==> src/rtl/gpr_pkg.sv <==
// Shared parameters and types for the GPR access arbiter.
//   NUM_GPR : number of implemented registers (legal addresses 0..NUM_GPR-1)
//   DATA_W  : register width
//   ADDR_W  : register address width
package gpr_pkg;

   localparam int unsigned NUM_GPR = 13;
   localparam int unsigned DATA_W  = 32;
   localparam int unsigned ADDR_W  = 4;

   typedef enum logic [1:0] {
      IDLE   = 2'd0,
      ACCESS = 2'd1,
      RESP   = 2'd2
   } gpr_arb_state_t;

   // Unsigned range check at ADDR_W bits
   function automatic logic addr_ok(input logic [ADDR_W-1:0] addr);
      return addr < ADDR_W'(NUM_GPR);
   endfunction

endpackage

==> src/rtl/gpr_access_arbiter_rr_arb2.sv <==
// Two-way round-robin pick.
//   req     : per-requester request
//   ptr     : preferred requester this round
//   gnt_idx : chosen requester (meaningful when valid)
//   valid   : at least one request present
module rr_arb2 (
   input  logic [1:0] req,
   input  logic       ptr,
   output logic       gnt_idx,
   output logic       valid
);

   assign valid   = |req;
   // Preferred requester wins if asking, otherwise the other one
   assign gnt_idx = req[ptr] ? ptr : ~ptr;

endmodule

==> src/rtl/gpr_access_arbiter.sv <==
// Shares the GPR register file (write/read port rop1, read port rop2) between
// requester 0 (CPU control) and requester 1 (debug/loader).
//   clk_50, rst          : clock, async active-high reset
//   req/we/addr_a/addr_b/wdata : per-requester access request
//   ack, err             : single-cycle completion pulse and illegal-address flag
//   rdata_a, rdata_b     : read data, held until the next legal read
//   rop1, rop2, GPRLOAD, GPR_data : register file controls
//   GPR_out1, GPR_out2   : register file read data (combinational from rop1/rop2)
module gpr_access_arbiter
   import gpr_pkg::*;
(
   input  logic                   clk_50,
   input  logic                   rst,
   input  logic [1:0]             req,
   input  logic [1:0]             we,
   input  logic [1:0][ADDR_W-1:0] addr_a,
   input  logic [1:0][ADDR_W-1:0] addr_b,
   input  logic [1:0][DATA_W-1:0] wdata,
   output logic [1:0]             ack,
   output logic                   err,
   output logic [DATA_W-1:0]      rdata_a,
   output logic [DATA_W-1:0]      rdata_b,
   output logic [ADDR_W-1:0]      rop1,
   output logic [ADDR_W-1:0]      rop2,
   output logic                   GPRLOAD,
   output logic [DATA_W-1:0]      GPR_data,
   input  logic [DATA_W-1:0]      GPR_out1,
   input  logic [DATA_W-1:0]      GPR_out2
);

   gpr_arb_state_t state_q, state_d;

   logic rr_ptr;
   logic gnt_idx;
   logic arb_valid;
   logic g_q;
   logic we_q;
   logic legal_q;
   logic legal_c;

   rr_arb2 u_rr_arb2 (
      .req     (req),
      .ptr     (rr_ptr),
      .gnt_idx (gnt_idx),
      .valid   (arb_valid)
   );

   // Next state and legality of the request being granted
   always_comb begin
      state_d = state_q;
      legal_c = 1'b0;

      if (we[gnt_idx])
         legal_c = addr_ok(addr_a[gnt_idx]);
      else
         legal_c = addr_ok(addr_a[gnt_idx]) && addr_ok(addr_b[gnt_idx]);

      case (state_q)
         IDLE:    if (arb_valid) state_d = ACCESS;
         ACCESS:  state_d = RESP;
         RESP:    state_d = IDLE;
         default: state_d = IDLE;
      endcase
   end

   // State register
   always_ff @(posedge clk_50 or posedge rst) begin
      if (rst) state_q <= IDLE;
      else     state_q <= state_d;
   end

   // Grant latch, register-file drive, response and read capture
   always_ff @(posedge clk_50 or posedge rst) begin
      if (rst) begin
         rr_ptr   <= 1'b0;
         g_q      <= 1'b0;
         we_q     <= 1'b0;
         legal_q  <= 1'b0;
         rop1     <= '0;
         rop2     <= '0;
         GPR_data <= '0;
         GPRLOAD  <= 1'b0;
         ack      <= '0;
         err      <= 1'b0;
         rdata_a  <= '0;
         rdata_b  <= '0;
      end else begin
         case (state_q)
            IDLE: begin
               if (arb_valid) begin
                  g_q      <= gnt_idx;
                  we_q     <= we[gnt_idx];
                  legal_q  <= legal_c;
                  rop1     <= addr_a[gnt_idx];
                  rop2     <= addr_b[gnt_idx];
                  GPR_data <= wdata[gnt_idx];
                  // Strobe is high for exactly the ACCESS cycle
                  GPRLOAD  <= we[gnt_idx] & legal_c;
               end
            end
            ACCESS: begin
               GPRLOAD <= 1'b0;
               ack     <= g_q ? 2'b10 : 2'b01;
               err     <= ~legal_q;
               if (!we_q && legal_q) begin
                  rdata_a <= GPR_out1;
                  rdata_b <= GPR_out2;
               end
            end
            RESP: begin
               ack    <= '0;
               err    <= 1'b0;
               rr_ptr <= ~g_q;
            end
            default: ;
         endcase
      end
   end

endmodule

==> config.mk <==
export PLATFORM = sky130hd
export DESIGN_NAME = gpr_access_arbiter
export DESIGN_NICKNAME = d
export VERILOG_FILES = /design/src/rtl/gpr_pkg.sv /design/src/rtl/gpr_access_arbiter_rr_arb2.sv /design/src/rtl/gpr_access_arbiter.sv
export SDC_FILE = /design/constraint.sdc
export NUM_CORES = 1
export LEC_CHECK = 0
export CAP_MARGIN = 20
export CORE_MARGIN = 10
export CORE_UTILIZATION = 39
export CTS_CLUSTER_SIZE = 14
export DETAILED_ROUTE_END_ITERATION = 10
export GPL_ROUTABILITY_DRIVEN = 0
export HOLD_SLACK_MARGIN = 0.15
export PLACE_DENSITY_LB_ADDON = 0.1
export SKIP_LAST_GASP = 1
export SYNTH_ARGS = -nofsm -noshare
export SYNTH_HDL_FRONTEND = slang
export SYNTH_SLANG_ARGS = --single-unit
==> constraint.sdc <==
create_clock -name clk_50 -period 6.2 [get_ports clk_50]
set_clock_uncertainty 0.1 [all_clocks]
set_input_delay 1.86 -clock clk_50 [delete_from_list [all_inputs] [get_ports clk_50]]
set_output_delay 1.86 -clock clk_50 [all_outputs]
set_load 0.01 [all_outputs]
* After elaboration in Yosys (flattened, before gate mapping)
Index checks and enable logic that the tools add are counted.
** Word-level totals
- Bits in registers :: 114
- Word-level logic and storage cells :: 53
** Operators by class
- Reductions and logical operators :: 10
- Bitwise logic cells :: 4
- Order comparisons :: 4
- Equality and inequality tests :: 3
- Muxes and demuxes :: 19
** Operators by type and width (number)
- 32-bit two-way mux :: 2
- 4-bit two-way mux :: 4
- 4-bit < comparator, second input constant :: 2
- 2-bit one-hot mux with 2 select lines :: 2
- 1-bit two-way mux :: 7
- 2-bit AND reduction :: 3
- 1-bit by 2-bit < comparator with 1-bit output, second input constant :: 2
- 2-bit two-way mux :: 2
- 1-bit one-hot mux with 2 select lines :: 2
- 2-bit nonzero test :: 2
- 1-bit NOT :: 3
- 2-bit by 1-bit equality test with 1-bit output, second input constant :: 1
- 2-bit equality test, second input constant :: 1
- 1-bit logical AND :: 2
- 2-bit logical NOT :: 1
- 2-bit != test, second input constant :: 1
- 2-bit OR reduction :: 1
- 1-bit AND :: 1
- 1-bit logical NOT :: 1

* Depth between registers and ports, before layout
- Word-level depth :: 11
- Depth in mapped cells :: 7
- Gate-level depth less buffers :: 5

* By module
A second synthesis with hierarchy kept.
** Second synthesis, totals
- Cell total of the unflattened synthesis :: 368
- Area total of the unflattened synthesis :: 4724.5 µm²
** By module, submodules not included
- gpr_access_arbiter :: cells an instance 365, area an instance 4704.5 µm², times used 1
- rr_arb2 :: cells an instance 3, area an instance 20.0 µm², times used 1

* Worst setup path before layout
OpenSTA, ideal clock, no wires.
- Kind :: input to register
- Start point :: in req[1]
- End point :: reg GPR_data[19]
- Stages :: 5
- Data arrival time :: 2.633 ns
- Setup slack :: 3.335 ns
- Setup time :: 0.132 ns
- Cell sequence :: or2b_4 -> nand2_8 -> buf_6 -> mux2i_1 -> o21ai_1
** Between the ends
- Word-level cells in the longest chain between the ends :: 5
** RTL lines
- start: declaration :: line gpr_access_arbiter.sv:14 : input logic [1:0] req,
- 1-bit two-way mux (not written as such) (2 in series) :: line gpr_access_arbiter_rr_arb2.sv:15 : assign gnt_idx = req[ptr] ? ptr : ~ptr;
- 1-bit two-way mux :: line gpr_access_arbiter_rr_arb2.sv:15
- 32-bit two-way mux (not written as such) (2 in series) :: line gpr_access_arbiter.sv:96 : GPR_data <= wdata[gnt_idx];
- end signal: assignment :: line gpr_access_arbiter.sv:96
- end: declaration :: line gpr_access_arbiter.sv:26 : output logic [DATA_W-1:0] GPR_data,
Parallel ways exist; a longest one is shown, timed or not. The select of a mux whose other input is x is not followed.
A chain may end at the register's enable or synchronous reset.

* Worst setup path after layout
- Start point :: in req[0]
- End point :: reg GPR_data[12]
The elaborated chain is that of the path after synthesis.

==> metrics.md <==
| Metric | Value |
|---|---|
| RSZ-0062 raised after global routing | `no` |
| Clock Power Share | `0.216` |
| Most used DFF post-synth | `dfrtp_1` |
| Final Hold Fails | `0` |
| Area share of the largest cell type after synthesis | `0.592` |
| Drt initial violations | `150` |
| Worst rel slew slack | `0.441` |
| Synth area leaders | `dfrtp_1 (59%), mux2_1 (9.8%), mux2i_1 (8.7%)` |
| WP data arrival | `3.83 ns` |
| Hpwl dp | `11800 um` |
| Hold Path Class | `reg2reg` |
| Post-CTS Setup Inserts | `0` |
| CTS tree | `yes` |
| Pint | `2.74 mW` |
| Clock latency on the worst-skew pair | `0.40 ns` |
| Post-cts sizing count | `0` |
| Outcome | `completed` |
| Final setup viols | `0` |
| Flops & latches, synth | `114` |
| Num rows | `40` |
| Period Utilization, post-route | `0.582` |
| Sum Neg Setup Slack | `0 ns` |
| Switching share of total power | `0.324` |
| Maximum capacitance violations | `0` |
| Critical path capture point type | `flip-flop` |
| GRT Total Usage | `0.172` |
| Drt via density | `4.66` |
| Cell count after synthesis | `362` |
| Final WL | `14800 um` |
| Worst vdd ir | `0.192 mV` |
| Core area | `12100 um2` |
| Drt wl/cell | `18.5 um` |
| Post-synthesis cell area | `4820 um2` |
| Die Footprint | `17200 um2` |
| Buffers added on ports | `257` |
| CTS root buf | `clkbuf_16` |
| Initial antenna violation count | `0` |
| Grt ovf | `0` |
| Power per cell area | `506 nW/um2` |
| Crit path time final | `3.61 ns` |
| CP startpoint kind | `primary input` |
| Sw Pwr | `1.31 mW` |
| Largest area contributor in the netlist | `dfrtp_1` |
| Mapped Avg Cell Area | `13.3 um2` |
| Drt drc | `0` |
| CP max FO | `51` |
| Peak Freq | `277 MHz` |
| Total CTS buffers | `17` |
| Dpl cells | `771` |
| Slew Viols, Final | `0` |
| Critical path type | `in2reg` |
| Unique masters post-synth | `30` |
| EDFF count, synth | `0` |
| Antenna cells | `0` |
| Layout area overhead | `66.1%` |
| Most frequent cell after synthesis | `dfrtp_1` |
| Seq pwr share | `0.326` |
| Clock buffer depth | `2` |
| Global-route wire length before repair | `23200 um` |
| Vias in the first global route | `4013` |
| Worst EP required | `6.42 ns` |
| Number of synthesis warnings | `0` |
| Fin nets | `775` |
| Comb power frac | `0.458` |
| Htree depth | `4` |
| Synth top cells by count | `dfrtp_1 (114), nand2_1 (47), mux2_1 (42), mux2i_1 (42), o21ai_1 (40)` |
| Syn_nets | `515` |
| Die Ht | `131 um` |
| Hold_buf cts | `0` |
| Finished Layout Cells | `801` |
| Layout cell share with drive strength beyond 1 | `0.0979` |
| P_leak | `3.41 nW` |
| Share of flip-flops with an asynchronous set or reset | `1.00` |
| Seq/Total Area, Yosys | `0.592` |
| I/O Pins | `258` |
| Clk pin slew, worst setup/hold paths | `0.05 ns` |
| CTS Sinks | `114` |
| Worst slew pin tran | `0.836 ns` |
| Antenna viol nets, final | `0` |
| Largest net degree at the start of global routing | `66` |
| DRT Pass-1 Iters | `4` |
| Vias | `3729` |
| Die X | `131 um` |
| Reg2Reg Setup Slack | `4.11 ns` |
| Starting Density | `0.399` |
[metal layers]
layer,GRT usage,share of wire
met1,0.193,0.40
met2,0.282,0.49
met3,0.0846,0.094
met4,0.0513,0.010
met5,0,0
[per-stage QoR]
step | cell area, um2 | hold slack, ns | setup WS [ns] | utilization | power, mW
floorplan | 4820 | 0.341 | 1.22 | - | 2.22
global placement | 7470 | 0.360 | 2.22 | 0.619 | 3.16
detailed placement | 7470 | 0.366 | 2.15 | 0.619 | 3.22
CTS | 8000 | 0.378 | 2.60 | 0.663 | 4.11
global route | 8000 | 0.396 | 2.43 | 0.663 | 4.29
finish | 8000 | 0.370 | 2.59 | 0.663 | 4.04
[critical path, stage by stage]
cell and delay [ns]:
clkdlybuf4s50_1 0.51, o21ai_4 0.70, buf_4 0.54, nand2_1 0.11, o21ai_1 0.10
[path summary, 6_finish.rpt]
kind | from | to | cells past startpoint
max in group asynchronous | rst | state_q[0] | 3
worst max-delay path | req[0] | GPR_data[12] | 5
worst min register to register | we_q | we_q | 2
worst min-delay path | we_q | we_q | 2
worst max register to register | state_q[1] | rdata_b[13] | 5
min in group asynchronous | rst | rdata_a[5] | 2
[power groups by stage]
stage	sequential [mW]	combinational, mW	clock (mW)
after global routing	1.37	2.00	0.925
after floorplan	1.48	0.740	0
after detailed placement	1.33	1.89	0
after global placement	1.31	1.85	0
final	1.32	1.85	0.874
after CTS	1.32	1.89	0.891
[layout make-up]
type	instances	area, um2
tap	168	210
clock inverter	7	60.1
inverter	6	25.0
fill	944	4060
clock buffer	23	468
sequential	114	2850
timing repair buffer	261	2600
multi-input combinational	222	1780
[state kept, by name, summed over array words and instances (netlist names), 2 cells and up]
signal / count
rop2: 4
rdata_b: 32
rdata_a: 32
ack: 2
GPR_data: 32
rop1: 4
state_q: 2
[placed cells by master (no fill, tap or decap), types with 5 or more instances in the layout]
master             n
clkbuf_16         17
clkdlybuf4s50_1  257
clkinv_2           6
dfrtp_1          114
inv_1              5
mux2_1            42
mux2_2            24
mux2i_1           42
nand2_1           47
o21ai_1           40
[logic make-up (layout without fill, tap and decap cells)]
family	Yosys count	count (layout)	share of synthesized area
buf+inv	26	297	0.0397
fa+ha+maj	3	3	0.00779
flops	114	114	0.592
compound gates	55	55	0.0670
simple gates	56	56	0.0517
mux	108	108	0.242
Power figures use the tool's default switching activity.
